### src/rtl/fma_sched_pkg.sv
// fma_sched_pkg: shared widths and pipeline slot type for the FMA issue scheduler
package fma_sched_pkg;
  localparam int TAGW = 5;
  localparam int FMTW = 2;
  localparam int FMA_STAGES = 3;
  typedef struct packed {
    logic valid;
    logic src;
    logic [TAGW-1:0] tag;
    logic [FMTW-1:0] fmt;
  } fma_slot_t;
endpackage

### src/rtl/fma_sched_if.sv
// fma_sched_if: requester, flush, stage-control and result signals of the FMA scheduler
interface fma_sched_if import fma_sched_pkg::*; #(parameter int STAGES = FMA_STAGES);
  logic Req0Valid, Req0Ready, Req1Valid, Req1Ready;
  logic [TAGW-1:0] Req0Tag, Req1Tag, ResTag;
  logic [FMTW-1:0] Req0Fmt, Req1Fmt, AddFmt;
  logic Flush0, Flush1, IssueSel, ResValid, ResReady, ResSrc, Busy;
  logic [STAGES-1:0] StageEn, StageValid;
  modport master (
    output Req0Valid, Req0Tag, Req0Fmt, Req1Valid, Req1Tag, Req1Fmt, Flush0, Flush1, ResReady,
    input Req0Ready, Req1Ready, IssueSel, StageEn, StageValid, AddFmt, ResValid, ResSrc, ResTag, Busy
  );
  modport slave (
    input Req0Valid, Req0Tag, Req0Fmt, Req1Valid, Req1Tag, Req1Fmt, Flush0, Flush1, ResReady,
    output Req0Ready, Req1Ready, IssueSel, StageEn, StageValid, AddFmt, ResValid, ResSrc, ResTag, Busy
  );
endinterface

### src/rtl/fma_sched_rr_arb2.sv
// fma_rr_arb2: two-input round-robin arbiter; masked inputs are ineligible, pointer moves past each winner
module fma_rr_arb2 (
  input  logic       clk,
  input  logic       rst,
  input  logic       en,
  input  logic [1:0] req,
  input  logic [1:0] mask,
  output logic [1:0] gnt,
  output logic       sel
);
  logic [1:0] elig;
  logic ptr, win, sel_q;
  always_comb begin
    elig = req & ~mask;
    win = &elig ? ptr : elig[1];
    gnt = (en & |elig) ? (win ? 2'b10 : 2'b01) : 2'b00;
    sel = |gnt ? win : sel_q;
  end
  always_ff @(posedge clk or posedge rst)
    if (rst) begin
      ptr <= 1'b0;
      sel_q <= 1'b0;
    end else if (|gnt) begin
      ptr <= ~win;
      sel_q <= win;
    end
endmodule

### src/rtl/fma_sched.sv
// fma_sched: issue arbitration and in-order stage sequencing for the shared FMA pipeline
module fma_sched import fma_sched_pkg::*; #(parameter int STAGES = FMA_STAGES) (
  input logic clk,
  input logic reset,
  fma_sched_if.slave bus
);
  localparam int L = STAGES - 1;
  fma_slot_t [STAGES-1:0] s;
  fma_slot_t iss;
  logic [STAGES-1:0] sv, adv;
  logic [1:0] gnt, fl;
  logic sel;
  assign fl = {bus.Flush1, bus.Flush0};
  fma_rr_arb2 u_arb (
    .clk(clk), .rst(reset), .en(adv[0]),
    .req({bus.Req1Valid, bus.Req0Valid}), .mask(fl), .gnt(gnt), .sel(sel)
  );
  // a stage may move when it is empty or everything downstream of it moves
  always_comb begin
    adv[L] = ~sv[L] | bus.ResReady;
    for (int i = L - 1; i >= 0; i--) adv[i] = ~sv[i] | adv[i+1];
  end
  always_comb begin
    iss.valid = |gnt;
    iss.src = sel;
    iss.tag = sel ? bus.Req1Tag : bus.Req0Tag;
    iss.fmt = sel ? bus.Req1Fmt : bus.Req0Fmt;
  end
  for (genvar k = 0; k < STAGES; k++) begin : g_slot
    fma_slot_t d, nxt, q;
    if (k == 0) begin : g_in
      assign d = iss;
    end else begin : g_pipe
      assign d = s[k-1];
    end
    // flush kills by owner, whether the op is holding or moving this edge
    always_comb begin
      nxt = adv[k] ? d : s[k];
      nxt.valid = nxt.valid & ~fl[nxt.src];
    end
    always_ff @(posedge clk or posedge reset)
      if (reset) q <= '0;
      else q <= nxt;
    assign s[k] = q;
    assign sv[k] = q.valid;
  end
  assign bus.Req0Ready = gnt[0];
  assign bus.Req1Ready = gnt[1];
  assign bus.IssueSel = sel;
  assign bus.StageEn = adv;
  assign bus.StageValid = sv;
  assign bus.AddFmt = sv[1] ? s[1].fmt : '0;
  assign bus.ResValid = sv[L] & ~fl[s[L].src];
  assign bus.ResSrc = sv[L] & s[L].src;
  assign bus.ResTag = sv[L] ? s[L].tag : '0;
  assign bus.Busy = |sv;
endmodule

### src/flat_wrapper.sv
// flat-port wrapper written by rule: the top's interface ports become plain ports
module fma_sched_flat import fma_sched_pkg::*;
#(parameter int STAGES = FMA_STAGES)
  (clk, reset, bus_Req0Valid, bus_Req0Tag, bus_Req0Fmt, bus_Req1Valid, bus_Req1Tag, bus_Req1Fmt, bus_Flush0, bus_Flush1, bus_ResReady, bus_Req0Ready, bus_Req1Ready, bus_IssueSel, bus_StageEn, bus_StageValid, bus_AddFmt, bus_ResValid, bus_ResSrc, bus_ResTag, bus_Busy);
  fma_sched_if #(.STAGES(STAGES)) bus_i ();
  input logic clk;
  input logic reset;
  input wire logic [$bits(bus_i.Req0Valid)-1:0] bus_Req0Valid;
  input wire logic [$bits(bus_i.Req0Tag)-1:0] bus_Req0Tag;
  input wire logic [$bits(bus_i.Req0Fmt)-1:0] bus_Req0Fmt;
  input wire logic [$bits(bus_i.Req1Valid)-1:0] bus_Req1Valid;
  input wire logic [$bits(bus_i.Req1Tag)-1:0] bus_Req1Tag;
  input wire logic [$bits(bus_i.Req1Fmt)-1:0] bus_Req1Fmt;
  input wire logic [$bits(bus_i.Flush0)-1:0] bus_Flush0;
  input wire logic [$bits(bus_i.Flush1)-1:0] bus_Flush1;
  input wire logic [$bits(bus_i.ResReady)-1:0] bus_ResReady;
  output wire logic [$bits(bus_i.Req0Ready)-1:0] bus_Req0Ready;
  output wire logic [$bits(bus_i.Req1Ready)-1:0] bus_Req1Ready;
  output wire logic [$bits(bus_i.IssueSel)-1:0] bus_IssueSel;
  output wire logic [$bits(bus_i.StageEn)-1:0] bus_StageEn;
  output wire logic [$bits(bus_i.StageValid)-1:0] bus_StageValid;
  output wire logic [$bits(bus_i.AddFmt)-1:0] bus_AddFmt;
  output wire logic [$bits(bus_i.ResValid)-1:0] bus_ResValid;
  output wire logic [$bits(bus_i.ResSrc)-1:0] bus_ResSrc;
  output wire logic [$bits(bus_i.ResTag)-1:0] bus_ResTag;
  output wire logic [$bits(bus_i.Busy)-1:0] bus_Busy;
  assign bus_i.Req0Valid = bus_Req0Valid;
  assign bus_i.Req0Tag = bus_Req0Tag;
  assign bus_i.Req0Fmt = bus_Req0Fmt;
  assign bus_i.Req1Valid = bus_Req1Valid;
  assign bus_i.Req1Tag = bus_Req1Tag;
  assign bus_i.Req1Fmt = bus_Req1Fmt;
  assign bus_i.Flush0 = bus_Flush0;
  assign bus_i.Flush1 = bus_Flush1;
  assign bus_i.ResReady = bus_ResReady;
  assign bus_Req0Ready = bus_i.Req0Ready;
  assign bus_Req1Ready = bus_i.Req1Ready;
  assign bus_IssueSel = bus_i.IssueSel;
  assign bus_StageEn = bus_i.StageEn;
  assign bus_StageValid = bus_i.StageValid;
  assign bus_AddFmt = bus_i.AddFmt;
  assign bus_ResValid = bus_i.ResValid;
  assign bus_ResSrc = bus_i.ResSrc;
  assign bus_ResTag = bus_i.ResTag;
  assign bus_Busy = bus_i.Busy;
  fma_sched #(.STAGES(STAGES)) u_core (.clk(clk), .reset(reset), .bus(bus_i));
endmodule
### config.mk
export PLATFORM = sky130hd
export DESIGN_NAME = fma_sched_flat
export DESIGN_NICKNAME = d
export VERILOG_FILES = /design/src/rtl/fma_sched_pkg.sv /design/src/rtl/fma_sched_if.sv /design/src/rtl/fma_sched_rr_arb2.sv /design/src/rtl/fma_sched.sv /design/src/flat_wrapper.sv
export SDC_FILE = /design/constraint.sdc
export NUM_CORES = 1
export LEC_CHECK = 0
export CORE_UTILIZATION = 23
export CTS_CLUSTER_DIAMETER = 200
export DETAILED_ROUTE_END_ITERATION = 10
export REMOVE_ABC_BUFFERS = 1
export SLEW_MARGIN = 20
export SYNTH_ARGS = -nofsm -noshare
export SYNTH_HDL_FRONTEND = slang
export SYNTH_HIERARCHICAL = 1
export SYNTH_SLANG_ARGS = --single-unit
export TNS_END_PERCENT = 20
### constraint.sdc
create_clock -name clk -period 2.3 [get_ports clk]
set_input_delay 0.23 -clock clk [delete_from_list [all_inputs] [get_ports clk]]
set_output_delay 0.23 -clock clk [all_outputs]
set_load 0.05 [all_outputs]
==> run_results.csv, run 1 <==
group,metric,value,unit
sta,setup_tns,0,ns
yosys,synth.cell_area,0.00130,sq mm
worst_setup_path,path_depth,2,
cts,cts_tree,"yes",
worst_setup_path,crit_path_top_delay_cell,"clkdlybuf4s50_1",
sta,holdWs,0.137,ns
worst_setup_path,rrSetupSlack,0.50,ns
yosys,avgSynthCellArea,11.8,sq um
detailed_routing,postRouteAntennaNets,0,
sta,finalMaxSlewViolations,0,
yosys,yosysTopAreaCellShare,0.519,
detailed_routing,dr.pass1.iters,4,
floorplanning,io_pins,40,
floorplanning,die-area,0.00596,sq mm
yosys,synth_xor_area_frac,0,
worst_setup_path,setup.worst_path.class,"reg -> out",
yosys,synth-main-ff-cell,"dfrtp_1",
worst_setup_path,critical_path.top_delay_family,"buffers and inverters",
yosys,synth_edf_count,0,
yosys,yosys-top-cells-count,"dfrtp_1 (27), mux2_2 (17), mux2i_1 (9), nor2_1 (9), and2_1 (8)",
detailed_routing,num_vias,924,
floorplanning,die_h,77.2,um
yosys,synth.distinct_cells,26,
floorplanning,coreArea,0.00547,sq mm
yosys,ys_seq_area_frac,0.519,
sta,rsz0062_at_grt,"false",
detailed_routing,wl_per_cell,11.9,um
sta,hold_viol,0,
cts,postCtsSetupBuffers,0,
status,status,"completed",
detailed_routing,drt_iter0_markers,38,
worst_setup_path,cp.arrival,1.86,ns
finish,final_cells,222,
global_routing,grt_use_met1,0.122,
cts,cts_num_sinks,27,
worst_setup_path,start_kind,"flop",
yosys,synth_top_family_by_area,"multiplexers",
cts,clk_pin_slew,0.09,ns
cts,cts.htree.levels,1,
global_routing,top_usage_layer,"met2",
sta,fmax,478,MHz
run,cap_violations,0,
detailed_routing,viasPerCell,4.16,
placed_design,port_buffers,39,
worst_setup_path,end_kind,"output pin",
placed_design,place_congestion,0.750,
finish,drive_above_1_share,0.247,
yosys,synth_area_leaders,"dfrtp_1 (52%), mux2_2 (15%), mux2i_1 (6.9%)",
floorplanning,num_rows,27,
power,p_per_area,604,mW/mm^2
finish,design_area,0.00187,sq mm
worst_setup_path,path_max_fanout,12,
yosys,async_flop_share,1.00,
finish,antenna_cells,0,
sta,setup_viol,0,
yosys,ys_ff_latch,27,
worst_setup_path,cp.required,2.07,ns
cts,numCtsBuffers,3,
yosys,yosys.area_share.simple,0.142,
yosys,synth.most_common_cell,"dfrtp_1",
global_routing,gr-total-overflow,0,
worst_hold_path,hold_class,"in -> async",
yosys,synth_mux_area_frac,0.216,
global_routing,grt_pass1_vias,895,
detailed_routing,post-route-drc-count,0,
floorplanning,start_util,0.238,
yosys,synth_compound_gate_area_share,0.0702,
cts,clock_latency,0.27,ns
placed_design,placed_area,0.00182,sq mm
cts,clockBufferDepth,2,
worst_setup_path,slowest_delay,0.70,ns
worst_setup_path,reg2reg_depth,6,
sta,period_share,0.909,
yosys,yosysTopAreaCell,"dfrtp_1",
floorplanning,die_w,77.2,um
yosys,synthCells,110,
power,vdd_drop_max,0.250,mV
cts,cts_root_buf,"clkbuf_8",
global_routing,grt_max_degree,26,
global_routing,grt_util_met2,0.158,
power,p_leak,0.817,nW
global_routing,grt.total_usage,0.0960,
global_routing,antenna_found_initial,0,
finish,area_delta_synth_final,43.8,%
sta,skew,0.00247,ns
finish,nets,172,
global_routing,grt_pass1_wl,4.46,mm
worst_setup_path,path_cells,"or3_1 -> clkdlybuf4s50_1",
sta,slew_headroom,0.645,
placed_design,hpwlAfterDp,2.07,mm
placed_design,dp_cells,218,
detailed_routing,routed_wl,2.65,mm
yosys,synthAdderAreaFrac,0,
global_routing,grt_use_met3,0.0226,
sta,tightest_slew,0.532,ns
worst_setup_path,path_buf_inv,1,
sta,period_minus_slack,2.09,ns
yosys,yosysWarnings,6,
==> cell families after synthesis <==
| logic type | count (synthesis) |
|---|---|
| AO/OA/AOI/OAI | 15 |
| buffers and inverters | 12 |
| flip-flops | 27 |
| multiplexers | 26 |
| AND/OR/NAND/NOR | 30 |
==> cells in the final DEF, fill, tap and decap left out, drive strengths merged <==
cell type	n
clkdlybuf4s50	32
inv	4
clkinv	1
nand4b	1
a31oi	1
o21ai	2
or3	1
o311ai	1
nand3	1
dfrtp	27
mux2i	9
o221ai	1
or3b	1
nand2b	2
o21a	1
clkbuf	3
nand3b	2
o22ai	1
a21oi	8
buf	12
mux2	17
nor2	9
and3b	1
nand2	2
nor2b	2
and2	8
==> metal layers <==
layer	wire, um	part of all wire
met1	1160	0.44
met2	1370	0.52
met3	83	0.031
met4	34	0.013
met5	0	0
==> final timing paths <==
kind,to,startpoint
hold / removal,u_core/u_arb/ptr,reset
setup / recovery,bus_Busy,u_core/bus.StageValid[2]
setup reg to reg,u_core/g_slot[0].q[7],u_core/bus.StageValid[1]
max in group asynchronous,u_core/bus.StageValid[2],reset
min in group clk,u_core/g_slot[2].q[2],u_core/g_slot[2].q[2]
hold reg to reg,u_core/g_slot[2].q[2],u_core/g_slot[2].q[2]
==> layout make-up <==
| cell class | instances | area (sq um) |
|---|---|---|
| fill | 555 | 3600 |
| sequential | 27 | 677 |
| multi-input combinational | 71 | 558 |
| timing repair buffer | 44 | 485 |
| tap | 72 | 90.1 |
| clock buffer | 3 | 41.3 |
| inverter | 4 | 15.0 |
| clock inverter | 1 | 5.00 |
==> where the power goes <==
| group | leakage, nW | total (W) | switching [W] | internal, W |
|---|---|---|---|---|
| Sequential | 0.317 | 0.000577 | 0.0000427 | 0.000534 |
| Clock | 0.0255 | 0.000259 | 0.000138 | 0.000121 |
| Combinational | 0.474 | 0.000295 | 0.000144 | 0.000151 |
| Total | 0.817 | 0.00113 | 0.000325 | 0.000806 |
==> timing repair <==
action / 4_1_cts / 5_1_grt
endpoints found under the hold margin: 0 / 0
hold buffers: 0 / 0
gates resized for setup: 0 / 1
setup endpoints to repair: 0 / 1
==> state kept, by name, summed over array words and instances (netlist names) <==
signal	count
u_core/u_arb/ptr	1
u_core/u_arb/sel_q	1
u_core/bus.StageValid	3
u_core/g_slot.q	22
==> through the flow <==
stage / total power (W) / setup WS [ns] / util
3_3_place_gp: 0.000882 / 0.280 / 0.333
3_5_place_dp: 0.000887 / 0.260 / 0.333
4_1_cts: 0.00115 / 0.0208 / 0.342
6_report: 0.00113 / 0.210 / 0.342
5_1_grt: 0.00120 / 0.0615 / 0.342
2_1_floorplan: 0.000754 / -0.710 / -
(Power assumes the default switching activity.)
==> run 2: changes to the inputs <==
==> constraint.sdc (replaced) <==
create_clock -name clk -period 1.9 [get_ports clk]
set_input_delay 0.19 -clock clk [delete_from_list [all_inputs] [get_ports clk]]
set_output_delay 0.19 -clock clk [all_outputs]
set_load 0.05 [all_outputs]
==> run 2 against run 1 <==
  * Clock skew increased by 0.0028 ns
  * Largest power group unchanged
  * Highest routed layer unchanged
  * Sequential share of layout area fell by 1.5 points
  * Total power rose by 24%
  * Global-route usage rose by 0.64 points
  * Flip-flop and latch count did not move
  * Clock-buffer cell count unchanged
  * Via count grew 4.5%
  * Worst setup slack got worse by 0.12 ns
  * Critical path depth is the same
  * Routed wire length is 7.9% higher
  * Non-clock buffer count is 11 higher
  * Worst hold slack got worse by 0.050 ns
==> run_results.csv, run 2 (same netlist as run 1, synthesis figures left out) <==
group,metric,value,unit
floorplanning,num_rows,27,
global_routing,grt_use_met3,0.0214,
power,power_switching,0.000414,W
status,status,"completed",
global_routing,grt_use_met1,0.123,
detailed_routing,routed_wl,2.86,mm
global_routing,grt_pass1_wl,4.69,mm
global_routing,grt_pass1_vias,917,
floorplanning,die-area,0.00596,sq mm
cts,cts_num_sinks,27,
sta,skew,0.00524,ns
sta,tightest_slew,0.487,ns
worst_setup_path,rrSetupSlack,0.33,ns
cts,clockBufferDepth,2,
sta,setup_viol,0,
cts,numCtsBuffers,3,
worst_hold_path,hold_class,"in -> async",
global_routing,antenna_found_initial,0,
global_routing,top_usage_layer,"met2",
placed_design,port_buffers,39,
detailed_routing,num_vias,966,
finish,final_cell_mix,"dfrtp_1 (26), buf_4 (25), clkdlybuf4s50_1 (22), mux2_2 (17)",
cts,clk_pin_slew,0.09,ns
placed_design,hpwlAfterDp,2.17,mm
power,comb_power_share,0.274,
detailed_routing,viasPerCell,4.15,
finish,regMostFlops,"u_core/g_slot.q",
finish,layout_commonest_cell,"dfrtp_1",
run,cap_violations,0,
worst_setup_path,critical_path.top_delay_family,"buffers and inverters",
finish,antenna_cells,0,
sta,period_share,0.954,
floorplanning,coreArea,0.00547,sq mm
finish,drive_above_1_share,0.373,
cts,clock_latency,0.27,ns
detailed_routing,dr.pass1.iters,3,
sta,finalMaxSlewViolations,0,
finish,num-fill-cells,568,
worst_setup_path,path_buf_inv,2,
floorplanning,die_h,77.2,um
finish,seq_area,677,sq um
sta,hold_viol,0,
detailed_routing,post-route-drc-count,0,
worst_setup_path,slowest_delay,0.80,ns
finish,final_cells,233,
global_routing,grt.total_usage,0.102,
cts,hold_buffers,0,
worst_setup_path,cp.arrival,1.62,ns
detailed_routing,drt_iter0_markers,51,
worst_setup_path,path_max_fanout,6,
finish,post-route-util,0.357,
finish,multi_input_area,564,sq um
floorplanning,start_util,0.238,
global_routing,gr-total-overflow,0,
power,power_report.internal_total,0.000990,W
placed_design,place_congestion,0.837,
cts,cts.htree.levels,1,
global_routing,grt_max_degree,26,
power,vdd_drop_max,0.253,mV
power,seqPwrFrac,0.493,
cts,cts_tree,"yes",
sta,fmax,551,MHz
finish,nets,183,
placed_design,dp_cells,226,
worst_setup_path,path_cells,"buf_4 -> clkdlybuf4s50_1",
sta,worst_slack,0.0865,ns
finish,largest_reg_flops,22,
finish,area_delta_synth_final,50.0,%
worst_setup_path,end_kind,"output pin",
power,p_per_area,719,mW/mm^2
placed_design,dp_slack,0.00136,ns
worst_setup_path,start_kind,"flop",
power,clockPowerShare,0.233,
worst_setup_path,reg2reg_depth,6,
power,p_sw_frac,0.295,
floorplanning,io_pins,40,
worst_setup_path,timing.rr.start,"u_core/bus.StageValid[2]",
power,p_leak,0.903,nW
sta,rsz0062_at_grt,"false",
worst_setup_path,cp.required,1.71,ns
worst_setup_path,reg2reg_to,"u_core/g_slot[0].q[7]",
sta,setup_tns,0,ns
sta,slew_headroom,0.674,
cts,cts_root_buf,"clkbuf_8",
floorplanning,die_w,77.2,um
sta,period_minus_slack,1.81,ns
worst_setup_path,setup.worst_path.class,"reg -> out",
worst_setup_path,crit_path_top_delay_cell,"clkdlybuf4s50_1",
sta,holdWs,0.0868,ns
detailed_routing,postRouteAntennaNets,0,
global_routing,grt_util_met2,0.177,
detailed_routing,wl_per_cell,12.3,um
## run 2: cell count changes in the layout (fill, tap and decap cells not counted)
cell,before,now
buf_12,6,7
clkdlybuf4s50_1,32,22
nand2_1,2,1
o21ai_2,0,1
nand2_2,0,1
buf_4,6,25
buf_6,0,1
o21ai_1,1,0
## run 2: metal layers
metal | wire [um] | part of all wire
met1 | 1230 | 0.43
met2 | 1510 | 0.53
met3 | 87 | 0.030
met4 | 34 | 0.012
met5 | 0 | 0
## run 2: worst max-delay path by stage
| stage | startpoint | to | cells after the start |
|---|---|---|---|
| floorplan | u_core/bus.StageValid[2] | u_core/bus.StageValid[0] | 7 |
| global placement | bus_ResReady | u_core/g_slot[0].q[0] | 8 |
| detailed placement | bus_ResReady | u_core/g_slot[0].q[6] | 8 |
| CTS | u_core/bus.StageValid[0] | bus_IssueSel | 6 |
| global route | u_core/bus.StageValid[2] | bus_IssueSel | 6 |
| finish | u_core/bus.StageValid[1] | bus_StageValid[1] | 2 |
## run 2: per-stage QoR
stage	area [sq um]	power [W]
2_1_floorplan	1250	0.000913
3_3_place_gp	1870	0.00108
3_5_place_dp	1870	0.00108
4_1_cts	1920	0.00142
5_1_grt	1950	0.00148
6_report	1950	0.00140
## run 2: timing repair
item	4_1_cts	5_1_grt
buffers inserted	0	3
pin swaps	0	3
gates resized for setup	1	3
endpoints found under the setup margin	1	1
## run 2: power by group through the flow
| stage | clock, W | sequential, W | combinational (W) |
|---|---|---|---|
| 2_1_floorplan | 0 | 0.000711 | 0.000202 |
| 3_3_place_gp | 0 | 0.000703 | 0.000375 |
| 3_5_place_dp | 0 | 0.000704 | 0.000380 |
| 4_1_cts | 0.000345 | 0.000693 | 0.000381 |
| 5_1_grt | 0.000366 | 0.000702 | 0.000411 |
| 6_report | 0.000327 | 0.000692 | 0.000384 |
## run 2: area by class of cell
class | count | area share
clock buffers | 3 | 0.0212
clock inverters | 1 | 0.00256
inverters | 4 | 0.00769
multi-input cells | 71 | 0.289
flip-flops and latches | 27 | 0.347
well taps | 72 | 0.0462
repair buffers | 55 | 0.287
